## src/rtl/regfile_decoder_pipe.sv

```systemverilog
// Pipelined N-to-2^N split-predecode decoder for register-file select. Latency is 2 cycles. Valid/ready on both
// sides; up to 2 requests are held under back-pressure. Defining DEC_ONEHOT_CHECK_EN adds a sticky err output.
module regfile_decoder_pipe #(
  parameter int N         = 5,
  parameter int HI_BITS   = 3,
  parameter int MASK_ZERO = 1
) (
  input  logic              clock,
  input  logic              ctrl_reset_n,
  input  logic              in_valid,
  output logic              in_ready,
  input  logic              in_en,
  input  logic [N-1:0]      in_sel,
  output logic              out_valid,
  input  logic              out_ready,
  output logic [(1<<N)-1:0] out,
  output logic [N-1:0]      out_sel
`ifdef DEC_ONEHOT_CHECK_EN
  ,
  output logic              err
`endif
);

  localparam int LO_BITS = N - HI_BITS;
  localparam int HW      = 1 << HI_BITS;
  localparam int LW      = 1 << LO_BITS;
  localparam int OW      = 1 << N;

  if (N < 2 || N > 8) begin : g_bad_n
    $error("regfile_decoder_pipe: N must be in 2..8");
  end
  if (HI_BITS < 1 || HI_BITS > N - 1) begin : g_bad_hi
    $error("regfile_decoder_pipe: HI_BITS must be in 1..N-1");
  end
  if (MASK_ZERO != 0 && MASK_ZERO != 1) begin : g_bad_mz
    $error("regfile_decoder_pipe: MASK_ZERO must be 0 or 1");
  end

  logic          s1_valid_q, s1_valid_d;
  logic [HW-1:0] s1_hi_q, s1_hi_d;
  logic [LW-1:0] s1_lo_q, s1_lo_d;
  logic [N-1:0]  s1_sel_q, s1_sel_d;
  logic          out_valid_q, out_valid_d;
  logic [OW-1:0] out_q, out_d;
  logic [N-1:0]  out_sel_q, out_sel_d;

  logic [HW-1:0] hi_dec;
  logic [LW-1:0] lo_dec;
  logic [OW-1:0] comb_out;
  logic          in_xfer;
  logic          s2_adv;

  for (genvar k = 0; k < HW; k++) begin : g_hi
    assign hi_dec[k] = in_en & (in_sel[N-1:LO_BITS] == HI_BITS'(k));
  end
  for (genvar j = 0; j < LW; j++) begin : g_lo
    assign lo_dec[j] = in_en & (in_sel[LO_BITS-1:0] == LO_BITS'(j));
  end
  // Entry 0 is the hardwired zero register when MASK_ZERO is set.
  for (genvar i = 0; i < OW; i++) begin : g_and
    if (MASK_ZERO != 0 && i == 0) begin : g_mask
      assign comb_out[i] = 1'b0;
    end else begin : g_pass
      assign comb_out[i] = s1_hi_q[i / LW] & s1_lo_q[i % LW];
    end
  end

  assign s2_adv   = s1_valid_q & (~out_valid_q | out_ready);
  assign in_ready = ctrl_reset_n & (~s1_valid_q | s2_adv);
  assign in_xfer  = in_valid & in_ready;

`ifdef DEC_ONEHOT_CHECK_EN
  logic s1_en_q, s1_en_d;
  logic out_en_q, out_en_d;
  logic err_q, err_d;
  logic multi_hot;

  assign multi_hot = |(out_q & (out_q - OW'(1)));

  always_comb begin
    s1_en_d  = s1_en_q;
    out_en_d = out_en_q;
    err_d    = err_q;
    if (in_xfer) s1_en_d = in_en;
    if (s2_adv)  out_en_d = s1_en_q;
    if (out_valid_q && (multi_hot || ((|out_q) && !out_en_q))) err_d = 1'b1;
  end

  always_ff @(posedge clock) begin
    if (!ctrl_reset_n) begin
      s1_en_q  <= 1'b0;
      out_en_q <= 1'b0;
      err_q    <= 1'b0;
    end else begin
      s1_en_q  <= s1_en_d;
      out_en_q <= out_en_d;
      err_q    <= err_d;
    end
  end

  assign err = err_q;
`endif

  always_comb begin
    s1_valid_d  = s1_valid_q;
    s1_hi_d     = s1_hi_q;
    s1_lo_d     = s1_lo_q;
    s1_sel_d    = s1_sel_q;
    out_valid_d = out_valid_q;
    out_d       = out_q;
    out_sel_d   = out_sel_q;

    if (in_xfer) begin
      s1_valid_d = 1'b1;
      s1_hi_d    = hi_dec;
      s1_lo_d    = lo_dec;
      s1_sel_d   = in_sel;
    end else if (s2_adv) begin
      s1_valid_d = 1'b0;
    end

    // Output register only loads on advance, so it holds steady while stalled.
    if (s2_adv) begin
      out_valid_d = 1'b1;
      out_d       = comb_out;
      out_sel_d   = s1_sel_q;
    end else if (out_valid_q && out_ready) begin
      out_valid_d = 1'b0;
    end
  end

  always_ff @(posedge clock) begin
    if (!ctrl_reset_n) begin
      s1_valid_q  <= 1'b0;
      s1_hi_q     <= '0;
      s1_lo_q     <= '0;
      s1_sel_q    <= '0;
      out_valid_q <= 1'b0;
      out_q       <= '0;
      out_sel_q   <= '0;
    end else begin
      s1_valid_q  <= s1_valid_d;
      s1_hi_q     <= s1_hi_d;
      s1_lo_q     <= s1_lo_d;
      s1_sel_q    <= s1_sel_d;
      out_valid_q <= out_valid_d;
      out_q       <= out_d;
      out_sel_q   <= out_sel_d;
    end
  end

  assign out_valid = out_valid_q;
  assign out       = out_q;
  assign out_sel   = out_sel_q;

endmodule

```

## config.mk

```make
export PLATFORM = sky130hd
export DESIGN_NAME = regfile_decoder_pipe
export DESIGN_NICKNAME = d
export VERILOG_FILES = /design/src/rtl/regfile_decoder_pipe.sv
export SDC_FILE = /design/constraint.sdc
export NUM_CORES = 1
export LEC_CHECK = 0
export ABC_AREA = 1
export CORE_ASPECT_RATIO = 1.4
export CORE_MARGIN = 5
export CORE_UTILIZATION = 53
export DETAILED_ROUTE_END_ITERATION = 7
export GPL_TIMING_DRIVEN = 0
export PLACE_DENSITY = 0.88
export SLEW_MARGIN = 0
export SYNTH_ARGS = -nofsm -noshare
export SYNTH_HDL_FRONTEND = slang
export SYNTH_SLANG_ARGS = --single-unit
```

## constraint.sdc

```tcl
create_clock -name clock -period 2.5 [get_ports clock]
set_input_delay 0.375 -clock clock [delete_from_list [all_inputs] [get_ports clock]]
set_output_delay 0.375 -clock clock [all_outputs]
set_load 0.01 [all_outputs]
```

==> impl_results.md <==
- Status: completed
- Total Wirelength: 4870 um
- Xor and xnor area share after synthesis: 0%
- Die area: 0.00544 mm2
- PwrDens: 596 mW/mm2
- Most common library cells after synthesis: 61 x nand2_1, 55 x dfxtp_1, 44 x a21oi_1
- Cells after Synth: 274
- Via density: 5.27
- Post-layout util: 71.1%
- Clock tree buffer depth: 2
- Mapped cell area: 0.00215 mm2
- Critical register-to-register path startpoint: out_valid
- Die Y-Extent: 85.3 um
- Max Clk Rate: 498 MHz
- I/O pin cnt: 49
- Layout area overhead: 29.9%
- Critical path class: in2out
- Initial Utilization: 54.8%
- Yosys top cell area share: 51.3%
- Vias in the first global route: 1871
- Seq/Total Area, Yosys: 51.3%
- Clk_lat worst skew: 300 ps
- Crit path DAT: 1630 ps
- Post-CTS Setup Inserts: 0
- Peak VDD IR: 0.773 mV
- Pre-CTS WS: 494 ps
- Critical path launch point: out_ready
- Crit path capture type: output pin
- Cell variety after synth: 18
- Yosys top cell by area: dfxtp_1
- Tightest Pin Transition: 533 ps
- CTS root buf: clkbuf_8
- Wirelength per Cell: 13.1 um
- Synthesized net count: 284
- Maxcap violations: 0
- Drt first pass iters: 4
- Mux cell area share after synthesis: 0%
- Register bit total from synthesis: 55
- Post-Synth Simple-Gate Area: 26.8%
- Clock slew at reported path FFs: 100 ps
- Rows: 27
- Post-route setup slack: 491 ps
- Final period utilization: 80.4%
- RSZ-0062 raised after global routing: false
- Startpoint types: primary input
- Reg-to-reg slack, setup: 1340 ps
- Adder-cell area share of the yosys netlist: 0%
- Post-cts sizing count: 0
- Count leader, synth: nand2_1
- Pin count of the biggest net entering global routing: 17
- CTS tree: done
- Share of cells above drive strength 1: 8.81%
- Max Slew Vio Count: 0
- ANT nets after route: 0
- Synth async-reset ratio: 0%
- Fin crit period: 2010 ps
- Lkg Pwr: 0.000994 uW
- EDFF count, synth: 0
- Multi-input gate area: 840 um2
- PnR Total Power: 1660 uW
- CTS Sinks: 55
- First-pass GRT wire length: 8200 um
- Gpl congestion: 0.884
- CTS Buf Count: 5
- Routed via count: 1960
- Grt total ovfl: 0
- Ant. Diodes: 0
- WP data required: 2120 ps
- Hold path start: out[24]
- Yosys warns: 0
- Setup TNS: 0 ps
- Final nets: 338
- # hold bufs at CTS: 0
- # H-tree levels: 2
- Number of fill cells in the layout: 334
- Hold Vio Cnt, Final: 0
- GRT Util Overall: 18.3%
- Die W: 63.8 um
- Core area: 0.00392 mm2
- Hold crit path type: reg2reg
- Combinational family with the most area after synthesis: simple AND/OR/NAND/NOR gates
- Drt initial violations: 73
- Worst Skew: 6.62 ps
- Prevailing post-synth register cell: dfxtp_1
- Crit-path max FO: 5
- DRC errors left: 0
- DP HPWL: 3490 um
- Seq. cell area: 0.00110 mm2
- Synth top area cells: dfxtp_1 51%, nand2_1 11%, a21oi_1 10%
- Initial antenna violation count: 0
- Port-buffer cells: 47
- Synth Area in Compound Gates: 12.1%
- Max-slew headroom: 64.5%
- Hold WS: 467 ps
- Syn Area/Cell: 7.83 um2
- Final setup fails: 0
[worst paths after layout]
path         endpoint  depth (start not counted)
max          in_ready                          6
min           out[24]                          2
max reg2reg   out[26]                          6
min reg2reg   out[24]                          2
[worst max-delay path: stages]
cell	delay (ps)
clkdlybuf4s50_1	470
inv_2	50
nand3_2	90
nand2_2	70
inv_1	50
clkdlybuf4s50_1	520
[through the flow]
step | instances | instance area, um2
after CTS | 372 | 2790
after floorplan | 274 | 2150
final | 372 | 2790
after global placement | 364 | 2670
after detailed placement | 364 | 2670
after global routing | 372 | 2790
[power breakdown]
group	switching (uW)	internal (uW)	total, uW	leakage, uW
logic	87.7	63.8	151	0.000487
clock network	281	324	605	0.0000612
registers	11.8	893	905	0.000446
total	380	1280	1660	0.000994
[state kept, by name, indices dropped and copies added (netlist names)]
name and count:
s1_valid_q 1, out_sel 5, s1_lo_q 4, out 31, out_valid 1, s1_sel_q 5
s1_hi_q 8
[layout make-up]
class	instances	share of cell area, %
timing repair buffer	47	16.9
clock inverter	2	1.26
buffer	21	5.48
inverter	14	1.89
tap	43	1.93
multi-input combinational	184	30.1
sequential	55	39.5
clock buffer	6	2.96
[cells in the final DEF, fill, tap and decap left out]
master and n:
nand2_1 61, a21oi_1 44, dfxtp_1 55, nand2_2 3, nor2_2 1, bufinv_16 1, nor3_1 6, buf_2 2
o21ai_0 8, inv_1 11, nor2_1 16, conb_1 1, buf_6 8, buf_4 3, nand3_2 1, clkbuf_1 8
nand3_1 38, nand4_1 5, inv_2 3, clkbuf_8 6, clkinv_2 1, clkdlybuf4s50_1 47
[logic make-up (layout without fill, tap and decap cells)]
| group | Yosys count | after routing |
|---|---|---|
| simple gates | 131 | 131 |
| flops | 55 | 55 |
| compound gates | 52 | 52 |
| buf+inv | 35 | 90 |
| other cells | 1 | 1 |
[routing by layer]
layer  share of wire (%)  global-route usage [%]
met5                   0                       0
met4                 2.2                    6.43
met3                 4.9                    3.05
met2                  51                    33.1
met1                  42                    21.2
(Power assumes the default switching activity.)
